`src/rtl/mem_pkg.sv`:
```
// Shared encodings for the memory stage: funct3 access sizes, the load
// ResultSrc code and the bus-access FSM states.
package mem_pkg;

    localparam logic [2:0] F3_B  = 3'b000;
    localparam logic [2:0] F3_H  = 3'b001;
    localparam logic [2:0] F3_W  = 3'b010;
    localparam logic [2:0] F3_BU = 3'b100;
    localparam logic [2:0] F3_HU = 3'b101;

    localparam logic [1:0] RESULT_SRC_LOAD = 2'b01;

    typedef enum logic [1:0] {
        IDLE,
        REQ,
        RESP,
        DONE
    } state_t;

endpackage

```
`src/rtl/lsu_align.sv`:
```
// Combinational lane logic: byte enables, store-data replication, load lane
// extraction with sign/zero extension, and misalignment/illegal-funct3 detection.
module lsu_align
    import mem_pkg::*;
(
    input  logic [2:0]  funct3,
    input  logic        is_store,
    input  logic [1:0]  addr,
    input  logic [31:0] wdata,
    input  logic [31:0] rdata,
    output logic [3:0]  be,
    output logic [31:0] wdata_rep,
    output logic [31:0] rdata_ext,
    output logic        fault
);

    logic [31:0]        lane;
    logic signed [7:0]  load_b;
    logic signed [15:0] load_h;
    logic               misalign;
    logic               illegal;

    // funct3[1:0] encodes the access size for both loads and stores
    always_comb begin
        be        = 4'b1111;
        wdata_rep = wdata;
        misalign  = 1'b0;
        case (funct3[1:0])
            2'b00: begin
                be        = 4'b0001 << addr;
                wdata_rep = {4{wdata[7:0]}};
            end
            2'b01: begin
                be        = 4'b0011 << {addr[1], 1'b0};
                wdata_rep = {2{wdata[15:0]}};
                misalign  = addr[0];
            end
            2'b10: begin
                misalign  = (addr != 2'b00);
            end
            default: begin
                misalign  = 1'b0;
            end
        endcase
    end

    always_comb begin
        if (is_store) begin
            illegal = !(funct3 inside {F3_B, F3_H, F3_W});
        end else begin
            illegal = (funct3 inside {3'b011, 3'b110, 3'b111});
        end
        fault = misalign | illegal;
    end

    // Shift the addressed lane down to bit 0, then extend by size and signedness
    always_comb begin
        lane   = rdata >> {addr, 3'b000};
        load_b = $signed(lane[7:0]);
        load_h = $signed(lane[15:0]);
        case (funct3)
            F3_B:    rdata_ext = {{24{load_b[7]}}, load_b};
            F3_BU:   rdata_ext = {24'h0, lane[7:0]};
            F3_H:    rdata_ext = {{16{load_h[15]}}, load_h};
            F3_HU:   rdata_ext = {16'h0, lane[15:0]};
            F3_W:    rdata_ext = rdata;
            default: rdata_ext = rdata;
        endcase
    end

endmodule

```
`src/rtl/mem_access_unit.sv`:
```
// Memory stage: runs one data-memory access per instruction over a req/gnt/rvalid
// bus, stalling upstream stages until the access completes or times out.
module mem_access_unit
    import mem_pkg::*;
#(
    parameter int TIMEOUT_CYCLES = 255
)
(
    input  logic        clk,
    input  logic        n_rst,
    input  logic        MemWriteM,
    input  logic [1:0]  ResultSrcM,
    input  logic [31:0] InstrM,
    input  logic [31:0] ALUResultM,
    input  logic [31:0] WriteDataM,
    output logic        dmem_req,
    output logic        dmem_we,
    output logic [31:0] dmem_addr,
    output logic [3:0]  dmem_be,
    output logic [31:0] dmem_wdata,
    input  logic        dmem_gnt,
    input  logic        dmem_rvalid,
    input  logic [31:0] dmem_rdata,
    output logic        StallM,
    output logic [31:0] ReadDataM,
    output logic        MemFaultM,
    output logic        BusErrM
);

    localparam int CNT_W = $clog2(TIMEOUT_CYCLES + 1);

    state_t           state;
    logic [CNT_W-1:0] cnt;

    logic        is_load;
    logic        op;
    logic        fault;
    logic        bus_active;
    logic        timeout;
    logic [3:0]  be;
    logic [31:0] wdata_rep;
    logic [31:0] rdata_ext;
    logic        unused_instr;

    assign unused_instr = ^{InstrM[31:15], InstrM[11:0]};

    lsu_align u_align (
        .funct3    (InstrM[14:12]),
        .is_store  (MemWriteM),
        .addr      (ALUResultM[1:0]),
        .wdata     (WriteDataM),
        .rdata     (dmem_rdata),
        .be        (be),
        .wdata_rep (wdata_rep),
        .rdata_ext (rdata_ext),
        .fault     (fault)
    );

    assign is_load    = (ResultSrcM == RESULT_SRC_LOAD);
    assign op         = MemWriteM | is_load;
    assign bus_active = op & ~fault;
    assign timeout    = (cnt == CNT_W'(TIMEOUT_CYCLES));

    // Bus fields follow the frozen EX/MEM inputs, so they hold during a stall
    assign dmem_we    = bus_active & MemWriteM;
    assign dmem_addr  = bus_active ? {ALUResultM[31:2], 2'b00} : 32'h0;
    assign dmem_be    = bus_active ? be : 4'b0000;
    assign dmem_wdata = (bus_active & MemWriteM) ? wdata_rep : 32'h0;

    // Gated by n_rst so an abort in reset drops the request in the same cycle
    assign dmem_req  = n_rst & (((state == IDLE) & bus_active) | (state == REQ));
    assign StallM    = n_rst & (((state == IDLE) & bus_active) | (state == REQ) |
                                (state == RESP));
    assign MemFaultM = (state == IDLE) & op & fault;

    always_ff @(posedge clk or negedge n_rst) begin
        if (!n_rst) begin
            state     <= IDLE;
            cnt       <= '0;
            ReadDataM <= 32'h0;
            BusErrM   <= 1'b0;
        end else begin
            BusErrM <= 1'b0;
            case (state)
                IDLE: begin
                    cnt <= '0;
                    if (bus_active) begin
                        if (dmem_gnt) begin
                            state <= MemWriteM ? DONE : RESP;
                        end else begin
                            state <= REQ;
                        end
                    end
                end
                REQ: begin
                    if (dmem_gnt) begin
                        state <= MemWriteM ? DONE : RESP;
                        cnt   <= '0;
                    end else if (timeout) begin
                        state     <= DONE;
                        cnt       <= '0;
                        BusErrM   <= 1'b1;
                        ReadDataM <= 32'h0;
                    end else begin
                        cnt <= cnt + 1'b1;
                    end
                end
                RESP: begin
                    if (dmem_rvalid) begin
                        state     <= DONE;
                        cnt       <= '0;
                        ReadDataM <= rdata_ext;
                    end else if (timeout) begin
                        state     <= DONE;
                        cnt       <= '0;
                        BusErrM   <= 1'b1;
                        ReadDataM <= 32'h0;
                    end else begin
                        cnt <= cnt + 1'b1;
                    end
                end
                DONE: begin
                    state <= IDLE;
                    cnt   <= '0;
                end
                default: begin
                    state <= IDLE;
                    cnt   <= '0;
                end
            endcase
        end
    end

endmodule

```
`config.mk`:
```
export PLATFORM = sky130hd
export DESIGN_NAME = mem_access_unit
export DESIGN_NICKNAME = d
export VERILOG_FILES = /design/src/rtl/mem_pkg.sv /design/src/rtl/lsu_align.sv /design/src/rtl/mem_access_unit.sv
export SDC_FILE = /design/constraint.sdc
export NUM_CORES = 1
export LEC_CHECK = 0
export CORE_ASPECT_RATIO = 1.5
export CORE_MARGIN = 2
export CORE_UTILIZATION = 38
export CTS_CLUSTER_DIAMETER = 120
export DETAILED_ROUTE_END_ITERATION = 8
export HOLD_SLACK_MARGIN = 0.06
export PLACE_DENSITY_LB_ADDON = 0.25
export SLEW_MARGIN = 5
export SYNTH_ARGS = -nofsm -noshare
export SYNTH_HDL_FRONTEND = slang
export SYNTH_SLANG_ARGS = --single-unit
```
`constraint.sdc`:
```
create_clock -name clk -period 6.15 [get_ports clk]
set_input_delay 1.23 -clock clk [delete_from_list [all_inputs] [get_ports clk]]
set_output_delay 1.23 -clock clk [all_outputs]
set_load 0.01 [all_outputs]
```
==> metrics.json <==
{
  "run_status": "completed",
  "place_hpwl_mm": 9.47,
  "clkLatencyLatePin_ns": 0.29,
  "timing.hold.worst.class": "flip-flop to flip-flop",
  "cts.path.max_buffers": 2,
  "synth-main-ff-cell": "sky130_fd_sc_hd__dfrtp_1",
  "multi_input_comb_area_um2": 2020,
  "worst_ep_required_time_ns": 4.92,
  "fp-row-count": 41,
  "sequential_cell_area_fraction_in_the_yosys_report": 0.326,
  "critPathCapture": "dmem_wdata[0]",
  "critPathMaxFanout": 25,
  "skew_ns": 0.00450,
  "setup.worst_path.class": "input pin to primary output",
  "worst_setup_path_start_kind": "input pin",
  "placement.io_buffers": 208,
  "synth_common_cells": "sky130_fd_sc_hd__nand2_1, sky130_fd_sc_hd__a21oi_1, sky130_fd_sc_hd__dfrtp_1",
  "cts-hold-fix-buffers": 0,
  "synth-edff-count": 0,
  "number_of_storage_elements_in_the_synthesis_netlist": 43,
  "final-instance-count-excl-fill": 701,
  "r2r_slack_ns": 3.77,
  "postSynthCellCount": 403,
  "yosys.area_share.adder": 0.0341,
  "floorplan.die.height_um": 118,
  "post_dp_cell_area_um2": 5390,
  "max_freq_mhz": 183,
  "yosys.area.top_type_share": 0.326,
  "ff_to_ff_end": "ReadDataM[18]",
  "final_period_minus_worst_setup_slack_ns": 5.46,
  "design.final.nets": 737,
  "antenna_violating_nets_left": 0,
  "grt_antenna_before_repair": 0,
  "overflow": 0,
  "place.detailed.instances": 693,
  "synth.area.top_cells": "sky130_fd_sc_hd__dfrtp_1, sky130_fd_sc_hd__and2_1, sky130_fd_sc_hd__a21oi_1",
  "synth.area.mux_share": 0.0341,
  "drive_above_1_share": 0.0623,
  "drt_first_iter_violations": 256,
  "timing.final.crit_share": 0.888,
  "utilization": 0.659,
  "postRouteWirelength_mm": 12.3,
  "fillerInstances": 717,
  "crit_path_end_kind": "primary output",
  "synthesis_to_layout_area_growth_pct": 68.1,
  "vias_per_cell": 5.48,
  "grt_pass1_vias": 3751,
  "route.detailed.wl_per_inst_um": 17.5,
  "timing.reg2reg.worst_path_depth": 6,
  "drt_pre_antenna_iters": 5,
  "power.density_nw_per_um2": 272,
  "complex_gate_fraction_of_the_synthesized_area": 0.272,
  "drc": 0,
  "place_congestion": 0.833,
  "rsz0062_at_grt": "no",
  "synth.yosys.warnings": 0,
  "fin_setup_tns_ns": 0,
  "design.die.area_um2": 9460,
  "synth.most_common_cell": "sky130_fd_sc_hd__nand2_1",
  "cp-startpoint": "InstrM[13]",
  "finalSetupViolations": 0,
  "cts_tree": "yes",
  "yosys.area_share.xor_xnor": 0.0133,
  "dominant_combinational_cell_family_by_area_after_synthesis": "compound AO/OA/AOI/OAI gates",
  "wire_length_of_the_first_global_routing_pass_mm": 19.0,
  "synthesis.area_per_instance_um2": 8.18,
  "worst_r2r_startpoint": "state[1]",
  "cts_inserted_buffers": 5,
  "tightest_slew_margin_relative_to_the_limit": 0.104,
  "hold_viol_final": 0,
  "grt_start_max_net_pins": 46,
  "seq_area_um2": 1080,
  "pwr_total_w": 0.00151,
  "synth_simple_gate_area_share": 0.256,
  "post_cts_resize_count": 0,
  "die-width_um": 80.1,
  "final_area_um2": 5540,
  "start_util": 0.392,
  "design.core.area_um2": 8410,
  "top_level_ports": 240,
  "postCtsSetupBuffers": 0,
  "yosysUniqueCellTypes": 54,
  "cts.sinks": 43,
  "insertedDiodeCount": 0,
  "max-vdd-ir-drop_uv": 177,
  "max_cap_violations": 0,
  "synthArstFlopShare": 1.00,
  "clk_pin_slew_ns": 0.06,
  "report.final.slew_viol_count": 0,
  "gr-usage-all-layers": 0.252,
  "clockRootBuffer": "sky130_fd_sc_hd__clkbuf_16",
  "leakage_nw": 2.21,
  "cts-htree-levels": 2,
  "combined_area_of_all_synthesized_cells_um2": 3300,
  "critical_path_arrival_ns": 4.23,
  "synth.largest_area_cell": "sky130_fd_sc_hd__dfrtp_1",
  "vias": 3842,
  "worstMarginPinSlew_ns": 1.34
}
registers in the layout, summed over array words and instances, names as in the netlist:
| name | flops |
|---|---|
| BusErrM | 1 |
| ReadDataM | 32 |
| cnt | 8 |
| state | 2 |
report_power, final:
part | switching [W] | internal [W]
Sequential | 0.0000690 | 0.000390
Clock | 0.000114 | 0.000162
Combinational | 0.000347 | 0.000426
Total | 0.000531 | 0.000978
cells in the final DEF (no fill, tap or decap), drive strengths merged, types with 2 or more instances in the layout:
master,instances
clkdlybuf4s50,207
nand2,48
dfrtp,43
a21oi,43
and2,40
nor2,32
o21ai,29
a32oi,16
nand3,12
nand2b,11
o2bb2ai,10
mux2i,9
ha,9
inv,9
a22oi,8
buf,7
o221ai,6
clkbuf,6
and3,4
nor2b,4
or2,4
xnor2,3
a211oi,3
or3,2
o21a,2
xor2,2
o211ai,2
o31ai,2
conb,2
or4,2
a31oi,2
nor3,2
worst min-delay path by stage:
stage,slack [ns],end,cells after the start,from
detailed placement,0.45,cnt[0],1,cnt[0]
global placement,0.44,cnt[0],1,cnt[0]
finish,0.45,cnt[0],1,cnt[0]
CTS,0.46,cnt[0],1,cnt[0]
global route,0.50,cnt[0],1,cnt[0]
floorplan,0.42,cnt[0],1,cnt[0]
logic make-up (layout without fill, tap and decap cells):
family,after synthesis,after routing
xor gates and xnor gates,5,5
buffers and inverters,41,231
adders and majority gates,9,9
muxes,10,10
other,1,2
DFF,43,43
and+or+nand+nor,164,164
AOI/OAI and AO/OA,130,130
per-stage QoR:
stage | setup slack [ns] | hold WS [ns]
after floorplan | 2.15 | 0.423
after global placement | 0.718 | 0.440
after detailed placement | 0.621 | 0.445
after CTS | 0.615 | 0.456
after global routing | 0.405 | 0.496
final | 0.688 | 0.453
layer usage:
layer / wire length, um / vias up / global-route usage
met3: 1070 / 29 / 0.0606
li1: - / 1818 / -
met1: 4420 / 1794 / 0.283
met4: 335 / 0 / 0.0657
met2: 6450 / 201 / 0.461
met5: 0 / - / 0
critical path, stage by stage:
cell and delay (ns):
sky130_fd_sc_hd__clkdlybuf4s50_1 0.54, sky130_fd_sc_hd__inv_1 0.09, sky130_fd_sc_hd__ha_1 0.21, sky130_fd_sc_hd__o211ai_1 0.22
sky130_fd_sc_hd__nand2_1 0.09, sky130_fd_sc_hd__or4_1 0.87, sky130_fd_sc_hd__inv_2 0.29, sky130_fd_sc_hd__and2_1 0.16
sky130_fd_sc_hd__clkdlybuf4s50_1 0.53
layout make-up:
class | count | share of cell area
clock buffers | 6 | 0.0251
flip-flops and latches | 43 | 0.194
clock inverters | 2 | 0.00293
well taps | 107 | 0.0242
repair buffers | 214 | 0.383
inverters | 9 | 0.00609
multi-input cells | 320 | 0.365
No activity file was read; power rests on OpenSTA's default activity.
